**config.mk**
```make
export PLATFORM = sky130hd
export DESIGN_NAME = graph_slice_engine
export DESIGN_NICKNAME = d
export VERILOG_FILES = /design/src/rtl/graph_slice_engine.sv
export SDC_FILE = /design/constraint.sdc
export NUM_CORES = 1
export LEC_CHECK = 0
export BUFFER_PORTS_ARGS = -buffer_cell sky130_fd_sc_hd__buf_2
export CORE_MARGIN = 2
export CORE_UTILIZATION = 47
export CTS_CLUSTER_SIZE = 40
export DETAILED_ROUTE_END_ITERATION = 16
export PLACE_DENSITY_LB_ADDON = 0.12
export SLEW_MARGIN = 20
export SYNTH_ARGS = -nofsm -noshare
export SYNTH_HDL_FRONTEND = slang
export SYNTH_SLANG_ARGS = --single-unit
```
**constraint.sdc**
```tcl
create_clock -name clk_i -period 3.9 [get_ports clk_i]
set_input_delay 0.78 -clock clk_i [delete_from_list [all_inputs] [get_ports clk_i]]
set_output_delay 0.78 -clock clk_i [all_outputs]
set_load 0.02 [all_outputs]
```
**src/rtl/graph_slice_engine.sv**
```systemverilog
// Graph Mode slice engine: copies a fixed-width column window from every row of a
// row-major INT8 tensor in SRAM0 into a packed destination, one byte per cycle.
module graph_slice_engine #(
  parameter int unsigned SRAM0_AW = 16
) (
  input  logic                clk_i,
  input  logic                rst_ni,
  input  logic                cmd_valid_i,
  input  logic [15:0]         cmd_src_base_i,
  input  logic [15:0]         cmd_dst_base_i,
  input  logic [15:0]         cmd_src_row_len_i,
  input  logic [15:0]         cmd_dst_row_len_i,
  input  logic [15:0]         cmd_start_offset_i,
  input  logic [15:0]         cmd_num_rows_i,
  output logic                rd_en_o,
  output logic [SRAM0_AW-1:0] rd_addr_o,
  input  logic [7:0]          rd_data_i,
  output logic                wr_en_o,
  output logic [SRAM0_AW-1:0] wr_addr_o,
  output logic [7:0]          wr_data_o,
  output logic                busy_o,
  output logic                done_o
);

  typedef enum logic [1:0] {StIdle, StRun, StDrain, StDone} state_e;

  state_e      state_q, state_d;
  logic [15:0] src_row_len_q, src_row_len_d;
  logic [15:0] dst_row_len_q, dst_row_len_d;
  logic [15:0] num_rows_q, num_rows_d;
  logic [15:0] row_base_q, row_base_d;
  logic [15:0] rd_ptr_q, rd_ptr_d;
  logic [15:0] dst_ptr_q, dst_ptr_d;
  logic [15:0] wr_ptr_q, wr_ptr_d;
  logic [15:0] col_q, col_d;
  logic [15:0] row_q, row_d;
  logic        rd_en_q, rd_en_d;
  logic        wr_en_q, wr_en_d;
  logic        busy_q, busy_d;
  logic        done_q, done_d;

  logic        last_col, last_row;
  logic [15:0] next_row_base;
  logic [15:0] first_src;

  assign last_col      = (col_q == dst_row_len_q - 16'd1);
  assign last_row      = (row_q == num_rows_q - 16'd1);
  assign next_row_base = row_base_q + src_row_len_q;
  assign first_src     = cmd_src_base_i + cmd_start_offset_i;

  always_comb begin
    state_d       = state_q;
    src_row_len_d = src_row_len_q;
    dst_row_len_d = dst_row_len_q;
    num_rows_d    = num_rows_q;
    row_base_d    = row_base_q;
    rd_ptr_d      = rd_ptr_q;
    col_d         = col_q;
    row_d         = row_q;
    rd_en_d       = 1'b0;
    // The write for a read lands one cycle later at that read's destination byte.
    wr_en_d       = rd_en_q;
    wr_ptr_d      = rd_en_q ? dst_ptr_q : wr_ptr_q;
    dst_ptr_d     = rd_en_q ? dst_ptr_q + 16'd1 : dst_ptr_q;

    unique case (state_q)
      StIdle: begin
        if (cmd_valid_i) begin
          src_row_len_d = cmd_src_row_len_i;
          dst_row_len_d = cmd_dst_row_len_i;
          num_rows_d    = cmd_num_rows_i;
          if (cmd_num_rows_i == 16'd0 || cmd_dst_row_len_i == 16'd0) begin
            state_d = StDone;
          end else begin
            state_d    = StRun;
            rd_en_d    = 1'b1;
            rd_ptr_d   = first_src;
            row_base_d = first_src;
            col_d      = 16'd0;
            row_d      = 16'd0;
            dst_ptr_d  = cmd_dst_base_i;
          end
        end
      end
      StRun: begin
        if (last_col && last_row) begin
          state_d = StDrain;
        end else if (last_col) begin
          rd_en_d    = 1'b1;
          col_d      = 16'd0;
          row_d      = row_q + 16'd1;
          row_base_d = next_row_base;
          rd_ptr_d   = next_row_base;
        end else begin
          rd_en_d  = 1'b1;
          col_d    = col_q + 16'd1;
          rd_ptr_d = rd_ptr_q + 16'd1;
        end
      end
      StDrain: state_d = StDone;
      StDone:  state_d = StIdle;
      default: state_d = StIdle;
    endcase

    busy_d = (state_d != StIdle);
    done_d = (state_d == StDone);
  end

  always_ff @(posedge clk_i or negedge rst_ni) begin
    if (!rst_ni) begin
      state_q       <= StIdle;
      src_row_len_q <= '0;
      dst_row_len_q <= '0;
      num_rows_q    <= '0;
      row_base_q    <= '0;
      rd_ptr_q      <= '0;
      dst_ptr_q     <= '0;
      wr_ptr_q      <= '0;
      col_q         <= '0;
      row_q         <= '0;
      rd_en_q       <= 1'b0;
      wr_en_q       <= 1'b0;
      busy_q        <= 1'b0;
      done_q        <= 1'b0;
    end else begin
      state_q       <= state_d;
      src_row_len_q <= src_row_len_d;
      dst_row_len_q <= dst_row_len_d;
      num_rows_q    <= num_rows_d;
      row_base_q    <= row_base_d;
      rd_ptr_q      <= rd_ptr_d;
      dst_ptr_q     <= dst_ptr_d;
      wr_ptr_q      <= wr_ptr_d;
      col_q         <= col_d;
      row_q         <= row_d;
      rd_en_q       <= rd_en_d;
      wr_en_q       <= wr_en_d;
      busy_q        <= busy_d;
      done_q        <= done_d;
    end
  end

  assign rd_en_o   = rd_en_q;
  assign rd_addr_o = rd_ptr_q[SRAM0_AW-1:0];
  assign wr_en_o   = wr_en_q;
  assign wr_addr_o = wr_ptr_q[SRAM0_AW-1:0];
  assign wr_data_o = rd_data_i;
  assign busy_o    = busy_q;
  assign done_o    = done_q;

endmodule

```
[Yosys cells after proc, flatten, opt, wreduce, memory -nomap -nowiden]
Index checks and enable logic that the tools add are counted.
Storage, ports and cells
  bits in registers: 150
  output and inout bits: 44
Operators by class
  add/subtract/negate cells: 8
  eq/ne operators: 10
  multiplexer cells: 28
  reductions and logical operators: 10
Operator list (number)
  $mux W16: 16
  $pmux W16 S2: 4
  $add A16 B1 Y16 const B: 4
  $add A16 B16 Y16: 2
  $eq A16 B16 Y1: 2
  $logic_not A16 Y1: 2
  $sub A16 B1 Y16 const B: 2
  $ne A2 B2 Y1 const B: 4
  $pmux W2 S4: 1
  $eq A2 B2 Y1 const B: 3
  $mux W2: 3
  $reduce_and A5 Y1: 1
  $reduce_and A4 Y1: 1
  $reduce_bool A2 Y1: 2
  $mux W1: 3
  $eq A2 B1 Y1 const B: 1
  $logic_not A2 Y1: 1
  $pmux W1 S2: 1
  $reduce_and A2 Y1: 1
  $logic_and A1 B1 Y1: 1
  $logic_or A1 B1 Y1: 1

[Logic depth before layout (Yosys ltp)]
  depth in word-level cells: 6
  gate-level depth with buffers: 16
  depth with buffers taken out: 12

[Worst setup path before layout]
OpenSTA, ideal clock, no wires.
  path kind: flip-flop to flip-flop
  from: register dst_row_len_q[0]
  to: register rd_ptr_q[15] (netlist: rd_addr_o[15])
  library setup time: 0.131 ns
  arrival: 3.347 ns
  setup slack: 0.422 ns
  cell stages (with the launch flop): 15
  buffers on the path: 4
  clock period less this slack: 3.478 ns
  path through: dfrtp_1 -> clkbuf_1 -> inv_1 -> ha_1 -> buf_2 -> or4b_4 -> o41a_1 -> a211oi_1 -> nand3_1 -> or4_1 -> buf_2 -> buf_6 -> o221a_1 -> o31ai_1 -> o21ai_1
Between the ends
  longest elaborated chain between the ends: 5
Ends and longest elaborated chain
  start: declaration: RTL line 29  | logic [15:0] dst_row_len_q, dst_row_len_d;
  start signal: assignment: RTL line 128  | dst_row_len_q <= dst_row_len_d;
  $sub A16 B1 Y16 (*): RTL line 46  | assign last_col = (col_q == dst_row_len_q - 16'd1);
  $eq A16 B16 Y1 (*): RTL line 46
  $mux W16 / $logic_and A1 B1 Y1 (equally long branches): RTL line 88, 86
  $mux W16 / $ne A2 B2 Y1 (equally long branches)
  $pmux W16 S2 / $reduce_and A4 Y1 (equally long branches)
  end signal: assignment: RTL line 131  | rd_ptr_q <= rd_ptr_d;
  end: declaration: RTL line 32  | logic [15:0] rd_ptr_q, rd_ptr_d;
Every way passes the cells marked *; elsewhere a longest branch is shown, timed or not. The select of a mux whose other input is x is not followed.
A chain may end at the register's enable or synchronous reset.

[Worst setup path after layout]
Same ends and word-level chain as after synthesis.

==> results.py <==
metrics = {
    "clock_network": {
        "clk_latency_ns": 0.43,
        "clkTransAtPathRegs_ns": 0.07,
        "cts_tree": "done",
        "clock_sinks": 150,
        "max-clock-path-buffers": 2,
        "cts_buffers": 17,
        "postCtsSetupRepairBufs": 0,
        "cts_root_buf": "clkbuf_16",
        "h-tree-depth": 4,
    },
    "floorplanning": {
        "die_y_um": 148,
        "io-pin-count": 151,
        "initial_core_util": 0.480,
        "coreArea_sq_um": 20200,
        "die-area_sq_um": 21800,
        "die-width_um": 148,
        "rows": 52,
    },
    "timing": {
        "drv_slew": 0,
        "fin_ws_ns": 0.250,
        "fin_crit_sh": 0.936,
        "slew_headroom": 0.504,
        "worst_pin_slew_ns": 0.734,
        "final_hold_viol_count": 0,
        "finalSetupTns_ns": 0,
        "fin_skew_ns": 0.0103,
        "rsz0062_at_grt": "false",
        "max_freq_ghz": 0.274,
        "setup_viol": 0,
        "min_period_ns": 3.65,
    },
    "logic_synthesis": {
        "ys.flop_type": "dfrtp_1",
        "synth_fp_nets": 1195,
        "synth.top_cell.area_share": 0.387,
        "synth_area_sq_um": 9710,
        "yosys_register_bits": 150,
        "synth_area_leaders": "dfrtp_1 (39%), mux2_2 (6.8%), xnor2_1 (5.1%)",
        "ys_async_sr_fraction": 1.00,
        "synth.distinct_cells": 80,
        "synthCells": 1050,
        "synth-edff-count": 0,
        "avgSynthCellArea_sq_um": 9.25,
        "yosysSeqAreaShare": 0.387,
        "yosysTopAreaCell": "dfrtp_1",
        "ys_warn_count": 0,
    },
    "placement": {
        "place_ws_ns": 0.256,
        "gp_congestion": 0.887,
        "port_buffers": 134,
        "dp.cells": 1405,
        "dp_hpwl_mm": 17.7,
    },
    "grt": {
        "gr-total-overflow": 0,
        "grt_pass1_vias": 7837,
        "grt_max_degree": 83,
        "track_usage": 0.228,
        "grt_pass1_wl_mm": 40.0,
        "antenna_found_initial": 0,
    },
    "job": {
        "drv_cap": 0,
    },
    "power": {
        "power_density_nw_per_um2": 494,
        "power_mw": 5.50,
        "max-vdd-ir-drop_v": 0.000283,
        "power.static_leakage_nw": 4.78,
    },
    "setup_path": {
        "critPathMaxFanout": 32,
        "crit_type": "reg -> reg",
        "cp_slowest_cell": "or4_1",
        "cp-start-kind": "register",
        "r2r_slack_ns": 0.25,
        "critPathRequiredTime_ns": 4.21,
        "worst_setup_path_end_kind": "register",
        "arrival_ns": 3.96,
        "max_stage_delay_ns": 0.54,
        "cp_cell_sequence": "inv_1, ha_1, or4b_4, o41a_1, a211oi_1, nand3_1, or4_1, buf_4, o221a_1, o31ai_1, o21ai_1",
    },
    "drt": {
        "via_per_inst": 5.70,
        "wl_per_cell_um": 17.0,
        "drc_errors": 0,
        "dr.pass1.iters": 5,
        "via_count": 8184,
        "wl_mm": 24.5,
        "initialDrtViolationCount": 399,
        "ant_nets": 0,
    },
    "worst_hold_path": {
        "hp-class": "in -> async",
    },
    "cells_and_area": {
        "stdcell_count": 1437,
        "utilization": 0.550,
        "area_delta_synth_final_pct": 14.5,
        "drive_gt1_frac": 0.230,
        "antenna_cells": 0,
        "final_net_count": 1299,
    },
    "outcome": {
        "status": "completed",
    },
}
[Yosys cell counts (all sizes together), types with 6 or more instances]
library cell  count
a211oi           23
a21boi            6
a21o             13
a21oi            54
a31oi            19
and2              8
and3             21
buf              27
clkbuf           39
dfrtp           150
ha               36
inv              27
mux2             59
nand2            83
nand2b            7
nand3            35
nand4            19
nor2             90
nor3             29
nor4             20
o211ai            7
o21a              9
o21ai            61
o22a              8
o31ai            10
or3              15
or4               6
xnor2            57
xor2             37
[logic make-up after synthesis]
| logic type | Yosys count | synth area share |
|---|---|---|
| and+or+nand+nor | 360 | 0.188 |
| AOI/OAI and AO/OA | 253 | 0.174 |
| DFF | 150 | 0.387 |
| xor gates and xnor gates | 94 | 0.0848 |
| buffers and inverters | 93 | 0.0445 |
| muxes | 62 | 0.0715 |
| adders and majority gates | 38 | 0.0505 |
[path summary, 6_finish.rpt]
check,end,start,depth (start not counted)
hold reg to reg,row_base_q[9]$_DFFE_PN0P_,row_base_q[9]$_DFFE_PN0P_,1
max in group asynchronous,num_rows_q[3]$_DFFE_PN0P_,rst_ni,2
min in group clk_i,row_base_q[9]$_DFFE_PN0P_,row_base_q[9]$_DFFE_PN0P_,1
setup / recovery,rd_addr_o[15]$_DFFE_PN0P_,dst_row_len_q[0]$_DFFE_PN0P_,11
hold / removal,src_row_len_q[6]$_DFFE_PN0P_,rst_ni,1
setup reg to reg,rd_addr_o[15]$_DFFE_PN0P_,dst_row_len_q[0]$_DFFE_PN0P_,11
[flip-flops by register name (all words and copies together), names as in the netlist]
register	count
dst_ptr_q	16
rd_en_o	1
wr_addr_o	16
done_o	1
col_q	16
row_base_q	16
dst_row_len_q	16
num_rows_q	16
row_q	16
busy_o	1
state_q	2
src_row_len_q	16
wr_en_o	1
rd_addr_o	16
[cell usage in the layout (no fill, tap or decap), types with 7 or more instances in the layout]
| master | count |
|---|---|
| and3_1 | 20 |
| clkbuf_16 | 17 |
| buf_2 | 133 |
| o31ai_1 | 10 |
| nor4_1 | 19 |
| nand2b_1 | 7 |
| a21o_1 | 12 |
| nor2_1 | 89 |
| xnor2_1 | 57 |
| nand4_1 | 19 |
| nor3_1 | 28 |
| mux2_2 | 59 |
| a21oi_1 | 53 |
| or3_1 | 15 |
| dfrtp_1 | 150 |
| xor2_1 | 37 |
| buf_4 | 16 |
| o21a_1 | 9 |
| and2_1 | 7 |
| o21ai_0 | 55 |
| ha_1 | 36 |
| nand3_1 | 35 |
| inv_1 | 26 |
| a211oi_1 | 23 |
| nand2_1 | 83 |
| a31oi_1 | 19 |
| o22a_1 | 8 |
| o211ai_1 | 7 |
[critical path: cells and delay by family, from the launching register on]
kind / cells / cell delay, ns
AOI/OAI and AO/OA: 5 / 1.20
and+or+nand+nor: 3 / 1.17
DFF: 1 / 0.48
adders and majority gates: 1 / 0.29
buffers and inverters: 2 / 0.38
[report_power, final]
| group | internal [mW] | switching, mW | total [mW] | leakage [nW] |
|---|---|---|---|---|
| Clock | 0.912 | 0.727 | 1.64 | 0.277 |
| Combinational | 0.742 | 0.868 | 1.61 | 2.70 |
| Sequential | 1.89 | 0.361 | 2.25 | 1.80 |
[layer usage]
metal,up-vias,part of all wire,GRT usage,routed length (um)
met5,-,0,0,0
met4,0,0.020,0.0764,480
met3,40,0.038,0.0361,935
met2,194,0.47,0.367,11400
met1,3928,0.48,0.316,11700
li1,4022,-,-,-
[final cells by class]
type / instances / area [sq um]
multi-input combinational: 807 / 5540
timing repair buffer: 151 / 817
sequential: 150 / 3750
clock buffer: 18 / 439
inverter: 27 / 101
tap: 270 / 338
fill: 1894 / 9110
clock inverter: 14 / 139
[metrics by stage]
step           cell area (sq um)  hold WS [ns]
2_1_floorplan               9710         0.468
3_3_place_gp               10500         0.484
3_5_place_dp               10500         0.489
4_1_cts                    11100         0.369
5_1_grt                    11100         0.401
6_report                   11100         0.344
[what timing repair did]
action | 4_1_cts | 5_1_grt
hold endpoints to repair | 0 | 0
hold buffers | 0 | 0
resized for setup | 0 | 4
setup endpoints to repair | 0 | 4
(Power assumes the default switching activity.)
